## src/rtl/spi_cmd_decoder.sv

```systemverilog
// Purpose : decodes SPI frames [command][data...] into register write/read strobes.
// Latency : strobes registered; high SYNC_STAGES+1 edges after rx_ready_in is first sampled high.
// Backpressure: none; bytes arrive at SPI rate, and bytes beyond the frame's access are dropped.
//
// Ports:
//   clock, reset_n                 system clock, async active-low reset
//   chip_select_in, rx_ready_in    asynchronous inputs, each synchronised by SYNC_STAGES flops
//   rx_data_in                     received byte, sampled directly on the synchronised ready edge
//   reg_addr, reg_wr_data          register address / write data, held after a frame ends
//   reg_wr_en, reg_rd_en           one-cycle access strobes, never high together
//   reg_rd_data                    register read data, valid the cycle after reg_rd_en
//   tx_data                        byte presented to the peripheral for shifting out
//   frame_active, frame_error      synchronised chip select / malformed-frame pulse
//
// Optional: define SPI_CMD_AUTOINC_EN for burst accesses with address auto-increment.

module spi_cmd_decoder #(
  parameter int ADDR_WIDTH  = 7,
  parameter int SYNC_STAGES = 2
) (
  input  logic                  clock,
  input  logic                  reset_n,
  input  logic                  chip_select_in,
  input  logic                  rx_ready_in,
  input  logic [7:0]            rx_data_in,
  output logic [ADDR_WIDTH-1:0] reg_addr,
  output logic [7:0]            reg_wr_data,
  output logic                  reg_wr_en,
  output logic                  reg_rd_en,
  input  logic [7:0]            reg_rd_data,
  output logic [7:0]            tx_data,
  output logic                  frame_active,
  output logic                  frame_error
);

  // RWAIT covers the cycle where reg_rd_data is not yet valid; RLOAD then captures it.
  typedef enum logic [2:0] {IDLE, CMD, WDATA, RWAIT, RLOAD, HOLD} state_t;

  state_t                  state_q, state_d;
  logic [SYNC_STAGES-1:0]  cs_sync, rdy_sync;
  logic                    rdy_dly;
  logic                    cs_s, rdy_s, byte_evt;

  logic [ADDR_WIDTH-1:0]   addr_d;
  logic [7:0]              wr_data_d, tx_d;
  logic                    wr_en_d, rd_en_d, err_d;

`ifdef SPI_CMD_AUTOINC_EN
  logic                    is_wr_q, is_wr_d;
`endif

  assign cs_s         = cs_sync[SYNC_STAGES-1];
  assign rdy_s        = rdy_sync[SYNC_STAGES-1];
  assign byte_evt     = rdy_s & ~rdy_dly;
  assign frame_active = cs_s;

  always_ff @(posedge clock or negedge reset_n) begin
    if (!reset_n) begin
      cs_sync  <= '0;
      rdy_sync <= '0;
      rdy_dly  <= 1'b0;
    end else begin
      cs_sync  <= {cs_sync[SYNC_STAGES-2:0], chip_select_in};
      rdy_sync <= {rdy_sync[SYNC_STAGES-2:0], rx_ready_in};
      rdy_dly  <= rdy_s;
    end
  end

  always_comb begin
    state_d   = state_q;
    addr_d    = reg_addr;
    wr_data_d = reg_wr_data;
    tx_d      = tx_data;
    wr_en_d   = 1'b0;
    rd_en_d   = 1'b0;
    err_d     = 1'b0;
`ifdef SPI_CMD_AUTOINC_EN
    is_wr_d   = is_wr_q;
`endif
    // Deselect overrides everything, including a byte arriving in the same cycle.
    if (state_q != IDLE && !cs_s) begin
      state_d = IDLE;
      err_d   = (state_q == WDATA);
    end else begin
      case (state_q)
        IDLE: if (cs_s) state_d = CMD;
        CMD: begin
          if (byte_evt) begin
            addr_d = rx_data_in[ADDR_WIDTH-1:0];
`ifdef SPI_CMD_AUTOINC_EN
            is_wr_d = rx_data_in[7];
`endif
            if (rx_data_in[7]) begin
              state_d = WDATA;
            end else begin
              rd_en_d = 1'b1;
              state_d = RWAIT;
            end
          end
        end
        WDATA: begin
          if (byte_evt) begin
            wr_data_d = rx_data_in;
            wr_en_d   = 1'b1;
            state_d   = HOLD;
          end
        end
        RWAIT: state_d = RLOAD;
        RLOAD: begin
          tx_d    = reg_rd_data;
          state_d = HOLD;
        end
        HOLD: begin
`ifdef SPI_CMD_AUTOINC_EN
          if (byte_evt) begin
            addr_d = reg_addr + ADDR_WIDTH'(1);
            if (is_wr_q) begin
              wr_data_d = rx_data_in;
              wr_en_d   = 1'b1;
            end else begin
              rd_en_d = 1'b1;
              state_d = RWAIT;
            end
          end
`endif
        end
        default: state_d = IDLE;
      endcase
    end
  end

  always_ff @(posedge clock or negedge reset_n) begin
    if (!reset_n) begin
      state_q     <= IDLE;
      reg_addr    <= '0;
      reg_wr_data <= '0;
      tx_data     <= '0;
      reg_wr_en   <= 1'b0;
      reg_rd_en   <= 1'b0;
      frame_error <= 1'b0;
    end else begin
      state_q     <= state_d;
      reg_addr    <= addr_d;
      reg_wr_data <= wr_data_d;
      tx_data     <= tx_d;
      reg_wr_en   <= wr_en_d;
      reg_rd_en   <= rd_en_d;
      frame_error <= err_d;
    end
  end

`ifdef SPI_CMD_AUTOINC_EN
  always_ff @(posedge clock or negedge reset_n) begin
    if (!reset_n) is_wr_q <= 1'b0;
    else          is_wr_q <= is_wr_d;
  end
`endif

endmodule

```

## config.mk

```make
export PLATFORM = sky130hd
export DESIGN_NAME = spi_cmd_decoder
export DESIGN_NICKNAME = d
export VERILOG_FILES = /design/src/rtl/spi_cmd_decoder.sv
export SDC_FILE = /design/constraint.sdc
export NUM_CORES = 1
export LEC_CHECK = 0
export BUFFER_PORTS_ARGS = -buffer_cell sky130_fd_sc_hd__buf_2
export CAP_MARGIN = 40
export CORE_ASPECT_RATIO = 1.25
export CORE_UTILIZATION = 51
export CTS_CLUSTER_SIZE = 12
export DETAILED_ROUTE_END_ITERATION = 16
export PLACE_DENSITY = 0.82
export SYNTH_ARGS = -nofsm -noshare
export SYNTH_HDL_FRONTEND = slang
export SYNTH_SLANG_ARGS = --single-unit
```

## constraint.sdc

```tcl
create_clock -name clock -period 2.6 [get_ports clock]
set_input_delay 0.13 -clock clock [delete_from_list [all_inputs] [get_ports clock]]
set_output_delay 0.13 -clock clock [all_outputs]
set_load 0.01 [all_outputs]
```

# Word level (Yosys, flattened, before mapping)
# Index checks and enable logic that the tools add are counted.
# Widths: inputs -> output; s select.
[totals] output_inout_bits=27 ff_bits=34
[op_classes] bitwise=3 n_reduce_logical=8 mux=14 n_eq_ne=9
[op_table] op="$pmux 3 s6" count=1
[op_table] op="$mux 3" count=4
[op_table] op="$mux 1" count=9
[op_table] op="$ne 3x3->1 const B" count=3
[op_table] op="$eq 3x2->1 const B" count=2
[op_table] op="$eq 3x3->1 const B" count=2
[op_table] op="$reduce_and 3->1" count=2
[op_table] op="$reduce_and 4->1" count=1
[op_table] op="$eq 3x1->1 const B" count=1
[op_table] op="$logic_not 3->1" count=1
[op_table] op="$reduce_bool 3->1" count=1
[op_table] op="$ne 2x2->1 const B" count=1
[op_table] op="$not 1->1" count=2
[op_table] op="$reduce_and 2->1" count=1
[op_table] op="$and 1x1->1" count=1
[op_table] op="$logic_and 1x1->1" count=1
[op_table] op="$logic_not 1->1" count=1

# Depth between registers and ports, before layout
# Gate-level depths: netlist of run 1.
[logic_depth] ltp_word=5 mapped_depth=4

# Worst setup path after synthesis of run 1
# Ideal clock, no wire load.
[synth_timing] kind="reg2reg" start="reg cs_sync[1]" end="reg tx_data[0]" stages_incl_launch_ff=5 t_required_ns=2.475 setup_slack_ns=1.186 t_arrival_ns=1.289 n_path_buf=2 cell_sequence="dfrtp_1 -> clkbuf_2 -> and4bb_2 -> buf_2 -> mux2_2"
[synth_via] elab_chain_cells=4
[synth_lines] item="start, declared" line="40" rtl="logic [SYNC_STAGES-1:0] cs_sync, rdy_sync;"
[synth_lines] item="start signal, assigned" line="63" rtl="cs_sync <= {cs_sync[SYNC_STAGES-2:0], chip_select_in};"
[synth_lines] item="$logic_not 1->1" line="81" rtl="if (state_q != IDLE && !cs_s) begin"
[synth_lines] item="$logic_and 1x1->1" line="81"
[synth_lines] item="$not 1->1 (no line)"
[synth_lines] item="$reduce_and 2->1 (no line)"
[synth_lines] item="end signal, assigned" line="145" rtl="tx_data <= tx_d;"
[synth_lines] item="end, declared" line="31" rtl="output logic [7:0] tx_data,"
# Every way passes these cells.
# A chain may end at the register's enable or synchronous reset.

# Worst setup path after layout of run 1
[layout_timing] start="reg state_q[2]" end="reg reg_wr_data[0]"
[layout_via] elab_chain_cells=4 word_cells_on_any_way=5
[layout_lines] item="start, declared" line="39" rtl="state_t state_q, state_d;"
[layout_lines] item="start signal, assigned" line="142" rtl="state_q <= state_d;"
[layout_lines] item="$reduce_bool 3->1" line="81"
[layout_lines] item="$logic_and 1x1->1" line="81"
[layout_lines] item="$not 1->1 (no line)"
[layout_lines] item="$reduce_and 3->1 (no line) *"
[layout_lines] item="end signal, assigned" line="144" rtl="reg_wr_data <= wr_data_d;"
[layout_lines] item="end, declared" line="27" rtl="output logic [7:0] reg_wr_data,"
# Every way passes the cells marked *; elsewhere a longest branch is shown, timed or not.

==> results.toml, run 1 <==
[run_status]
status = "completed"

[routing]
dr_total_vias = 816
drcViolationCount = 0
routedWlPerCell_um = 13.3
drt_pass1_iterations = 2
first_iter_violations = 4
antenna_left = 0
wl_mm = 2.22
vias_per_cell = 4.89

[floorplanning]
dieArea_um2 = 2720
num_io_pins = 47
start_util = 0.562
die_x_um = 46.9
fp.coreArea_um2 = 2280
rows = 19
die_h_um = 58.1

[logic_synthesis]
synth.distinct_cells = 19
yosysSeqAreaShare = 0.663
muxShareOfSynthArea = 0.210
synth_xor_area_frac = 0
avgSynthCellArea_um2 = 16.4
yosysWarnings = 0
synth_top_family_by_area = "multiplexers"
synth-simple-area-share = 0.0966
synth.net_count = 98
synth_seq_cells = 34
synthCells = 78
synth_compound_area_frac = 0.0195
synth_area_um2 = 1280
synthAdderAreaFrac = 0

[sta]
fin_skew_ps = 8.00
tightest_slew_ps = 725
timing.slew.headroom = 0.517
fin_crit_sh = 0.572
finalHoldViolations = 0
timing.fmax_mhz = 672
worst_slack_ps = 1110
grt_setup_unrepaired = "false"
setup_viol = 0
report.final.slew_viol_count = 0
tns_ps = 0
layout_min_cycle_time_ps = 1490

[worst_setup_path]
setup.worst_path.class = "reg -> reg"
cp.arrival_ps = 1720
crit_required_ps = 2830
worst_setup_path_end_kind = "flip-flop"
start_kind = "flip-flop"
critical_path.max_fanout = 9

[global_routing]
gr-usage-all-layers = 0.193
gr-total-overflow = 0
first_global_vias = 851
antenna_found_initial = 0
grt_pass1_wl_mm = 3.57
grt_max_degree = 35

[cells_and_area]
num_antenna_cells = 0
fillers = 159
layout-drive-gt1-share = 0.596
syn_to_final_growth_pct = 29.9
num-nets-final = 155

[pwr]
pwr-share-comb = 0.198
intPower_w = 0.000868
p_switching_w = 0.000321
power_frac_seq = 0.548
clkPwrFrac = 0.254
p_per_area_nw_per_um2 = 714
leakage_nw = 0.852
ir_worst_vdd_mv = 0.575
switching_share = 0.270

[placed_design]
hpwl_mm = 1.52
place_ws_ps = 1110
portBuffers = 46
place.gp.congestion = 0.785

[worst_hold_path]
worst_hold_path_type = "in -> reg"

[clock_network]
clk_pin_slew_ps = 100
cts_tree = "yes"
cts_setup_buffers = 0
root_buffer = "clkbuf_4"
cts.hold.buffers_added = 4
numClockSinks = 34
clock_path_buffers = 2
cts_made_buffers = 5
cts_resized = 0
htreeDepth = 2
clk_latency_ps = 340

[flow_run]
drv_cap = 0
kinds of logic (layout without fill, tap and decap cells):
kind of cell / after synthesis / count (layout)
flops: 34 / 34
mux: 24 / 24
simple gates: 13 / 13
compound gates: 4 / 4
buf+inv: 3 / 61
state kept, by name, summed over array words and instances (netlist names):
name         flops
reg_rd_en        1
state_q          3
reg_addr         7
frame_error      1
reg_wr_data      8
tx_data          8
rdy_dly          1
cs_sync          2
reg_wr_en        1
rdy_sync         2
critical path: stages (launching register included):
cell and delay, ps:
dfrtp_1 470, nor3b_4 320, nand3_2 250, mux2_2 340
worst paths after layout:
check                                     from  cells past startpoint  slack [ps]              to
min in group asynchronous              reset_n                      2         380  reg_wr_data[2]
worst min-delay path            reg_rd_data[3]                      2          20      tx_data[3]
worst min register to register     rdy_sync[0]                      0         360     rdy_sync[1]
max in group asynchronous              reset_n                      2        1760      tx_data[3]
worst max-delay path                state_q[2]                      3        1110  reg_wr_data[0]
worst max register to register      state_q[2]                      3        1110  reg_wr_data[0]
synth_stat cells:
cell / n / area [um^2]
dfrtp_1: 34 / 851
mux2_2: 23 / 259
nor2b_1: 4 / 25.0
nor3b_1: 2 / 15.0
a21boi_0: 1 / 7.51
a21oi_1: 1 / 5.00
and2b_1: 1 / 7.51
and4bb_2: 1 / 12.5
buf_2: 1 / 5.00
clkbuf_2: 1 / 5.00
inv_1: 1 / 3.75
mux2i_1: 1 / 10.0
nand3_2: 1 / 10.0
nand4b_4: 1 / 23.8
nor2_1: 1 / 3.75
nor3b_4: 1 / 18.8
o21a_1: 1 / 7.51
o21ai_0: 1 / 5.00
or2b_1: 1 / 7.51
per-stage QoR:
stage,instance area (um^2),utilization,power [W],hold WS [ps],instances
2_1_floorplan,1280,-,0.000778,-166,78
3_3_place_gp,1540,0.675,0.000883,223,153
3_5_place_dp,1540,0.675,0.000895,228,153
4_1_cts,1650,0.721,0.00120,5.79,165
5_1_grt,1670,0.730,0.00126,0.173,167
6_report,1670,0.730,0.00119,24.7,167
per-layer routing:
| metal | vias to the layer above | wire length (um) | GRT usage | part of all wire |
|---|---|---|---|---|
| met5 | - | 0 | 0 | 0 |
| met4 | 0 | 44 | 0.0857 | 0.020 |
| met3 | 5 | 74 | 0.0841 | 0.033 |
| met2 | 21 | 1190 | 0.292 | 0.54 |
| met1 | 403 | 904 | 0.236 | 0.41 |
| li1 | 387 | - | - | - |
power by group through the flow:
stage	Clock [W]	Sequential, W	Combinational (W)
final	0.000302	0.000652	0.000235
after global routing	0.000337	0.000664	0.000255
after CTS	0.000313	0.000652	0.000237
after detailed placement	0	0.000663	0.000232
after global placement	0	0.000658	0.000225
after floorplan	0	0.000697	0.0000807
cell type report:
| type | instances | area, um^2 | share of cell area |
|---|---|---|---|
| Multi-Input combinational cell | 41 | 418 | 0.251 |
| Clock buffer | 6 | 51.3 | 0.0308 |
| Clock inverter | 2 | 12.5 | 0.00751 |
| Timing Repair Buffer | 52 | 290 | 0.174 |
| Sequential cell | 34 | 851 | 0.511 |
| Inverter | 1 | 3.75 | 0.00225 |
| Tap cell | 31 | 38.8 | 0.0233 |
placed cells by master (no fill, tap or decap):
| master | n |
|---|---|
| inv_1 | 1 |
| mux2_2 | 23 |
| dlygate4sd3_1 | 6 |
| and4bb_2 | 1 |
| clkinv_2 | 1 |
| o21a_1 | 1 |
| and2b_1 | 1 |
| clkinvlp_4 | 1 |
| nand3_2 | 1 |
| clkbuf_8 | 1 |
| buf_2 | 46 |
| nor2b_1 | 4 |
| nor3b_4 | 1 |
| mux2i_1 | 1 |
| nor3b_1 | 2 |
| a21boi_0 | 1 |
| nand4b_4 | 1 |
| o21ai_0 | 1 |
| or2b_1 | 1 |
| dfrtp_1 | 34 |
| clkbuf_4 | 5 |
| nor2_1 | 1 |
| a21oi_1 | 1 |
Power figures use the tool's default switching activity.
==> run 2, diff against run 1 <==
Settings changed: CORE_UTILIZATION 51 to 47, PLACE_DENSITY 0.82 to 0.77.
Clock period 2.6 ns to 1.5 ns, I/O delays scaled along.
==> run 2 against run 1 <==
Net effect: hold slack better by 300 ps; non-clock buffer count rose by 16; count of clock-buffer cells in the layout grew 1; global-route usage up 0.43 points; fmax is 4.1% higher; core utilization shrank 0.67 points; register-to-register slack worse by 1000 ps; clock skew up 3.7 ps; largest power group unchanged; highest routed layer unchanged.
==> results.toml, run 2 (synthesis results as in run 1) <==
[run_status]
status = "completed"

[clock_network]
clk_pin_slew_ps = 100
root_buffer = "clkbuf_4"
cts_tree = "yes"
clock_path_buffers = 2
numClockSinks = 34
cts_made_buffers = 5
htreeDepth = 2
cts_setup_buffers = 0
clk_latency_ps = 330

[worst_setup_path]
setup.worst_path.class = "reg -> reg"
rr_worst_depth = 3
slowest_delay_ps = 410
crit_chain = "nor3b_4 > nand4b_4 > mux2_2"
start_kind = "flip-flop"
worst_setup_path_end_kind = "flip-flop"
cp.arrival_ps = 1640
critical_path.max_fanout = 8
cp_slowest_cell = "dfrtp_1"
cp.depth = 3
crit_required_ps = 1710
critPathBufInv = 0
crit_family = "simple AND/OR/NAND/NOR gates"

[floorplanning]
fp.coreArea_um2 = 2500
rows = 20
die_h_um = 60.4
start_util = 0.513
die_x_um = 48.7
dieArea_um2 = 2940
num_io_pins = 47

[global_routing]
antenna_found_initial = 0
gr-total-overflow = 0
gr-usage-all-layers = 0.197
grt_max_degree = 35
grt_pass1_wl_mm = 4.10
first_global_vias = 914

[sta]
setup_viol = 0
hold_ws_ps = 326
timing.slew.headroom = 0.515
layout_min_cycle_time_ps = 1430
fin_skew_ps = 11.7
tns_ps = 0
grt_setup_unrepaired = "true"
report.final.slew_viol_count = 0
finalHoldViolations = 0
tightest_slew_ps = 728
timing.fmax_mhz = 700
fin_crit_sh = 0.953

[worst_hold_path]
worst_hold_path_type = "in -> async"

[placed_design]
dp_cells = 158
hpwl_mm = 1.55
dpl-instance-area_um2 = 1570
place.gp.congestion = 0.776
portBuffers = 46

[routing]
drcViolationCount = 0
first_iter_violations = 18
wl_mm = 2.52
antenna_left = 0
drt_pass1_iterations = 3
dr_total_vias = 869
vias_per_cell = 4.72
routedWlPerCell_um = 13.7

[cells_and_area]
final_core_util = 0.723
num_antenna_cells = 0
layout_common_cells = "46 x buf_2, 34 x dfrtp_1, 23 x mux2_2"
final_common_cell = "buf_2"
final_area_um2 = 1810
final-seq-area_um2 = 851
multi_input_area_um2 = 425
layout-drive-gt1-share = 0.536
top_regs = "reg_wr_data: 8 flops, tx_data: 8 flops, reg_addr: 7 flops"
final_cells = 184
num-nets-final = 171
fillers = 186
syn_to_final_growth_pct = 41.1

[pwr]
ir_worst_vdd_mv = 0.842
p_per_area_nw_per_um2 = 1120
leakage_nw = 0.913

[flow_run]
drv_cap = 0
-- run 2: routing by layer --
metal	share of wire	wire length [um]	GRT usage
met3	0.041	104	0.0551
met1	0.39	992	0.220
met4	0.022	56	0.113
met2	0.54	1360	0.345
met5	0	0	0
-- run 2: area by class of cell --
class / instances / share of cell area
Clock buffer: 7 / 0.0249
Inverter: 1 / 0.00207
Multi-Input combinational cell: 41 / 0.235
Sequential cell: 34 / 0.470
Tap cell: 33 / 0.0228
Timing Repair Buffer: 68 / 0.245
-- run 2: final timing paths --
path                                  from           to  slack, ps
worst max-delay path               rdy_dly  reg_addr[6]         70
worst min-delay path               reset_n   tx_data[5]        330
worst max register to register     rdy_dly  reg_addr[6]         70
worst min register to register  cs_sync[0]   cs_sync[1]        340
max in group asynchronous          reset_n  reg_addr[6]        700
min in group clock              cs_sync[0]   cs_sync[1]        340
-- run 2: through the flow --
step                      setup WS, ps  total power [W]
after global routing              4.13          0.00213
after CTS                         44.8          0.00205
after detailed placement          63.4          0.00156
after floorplan                   86.3          0.00135
final                             70.5          0.00203
after global placement            96.5          0.00154
-- run 2: power breakdown --
| part | internal (W) | total [W] | switching, W |
|---|---|---|---|
| combinational | 0.000250 | 0.000451 | 0.000201 |
| sequential | 0.00106 | 0.00113 | 0.0000725 |
| clock | 0.000177 | 0.000450 | 0.000273 |
-- run 2: timing repair --
| item | in CTS | in global routing |
|---|---|---|
| setup endpoints to repair | 0 | 8 |
| gates resized for setup | 0 | 1 |
| hold buffers | 19 | 0 |
| hold endpoints to repair | 58 | 0 |
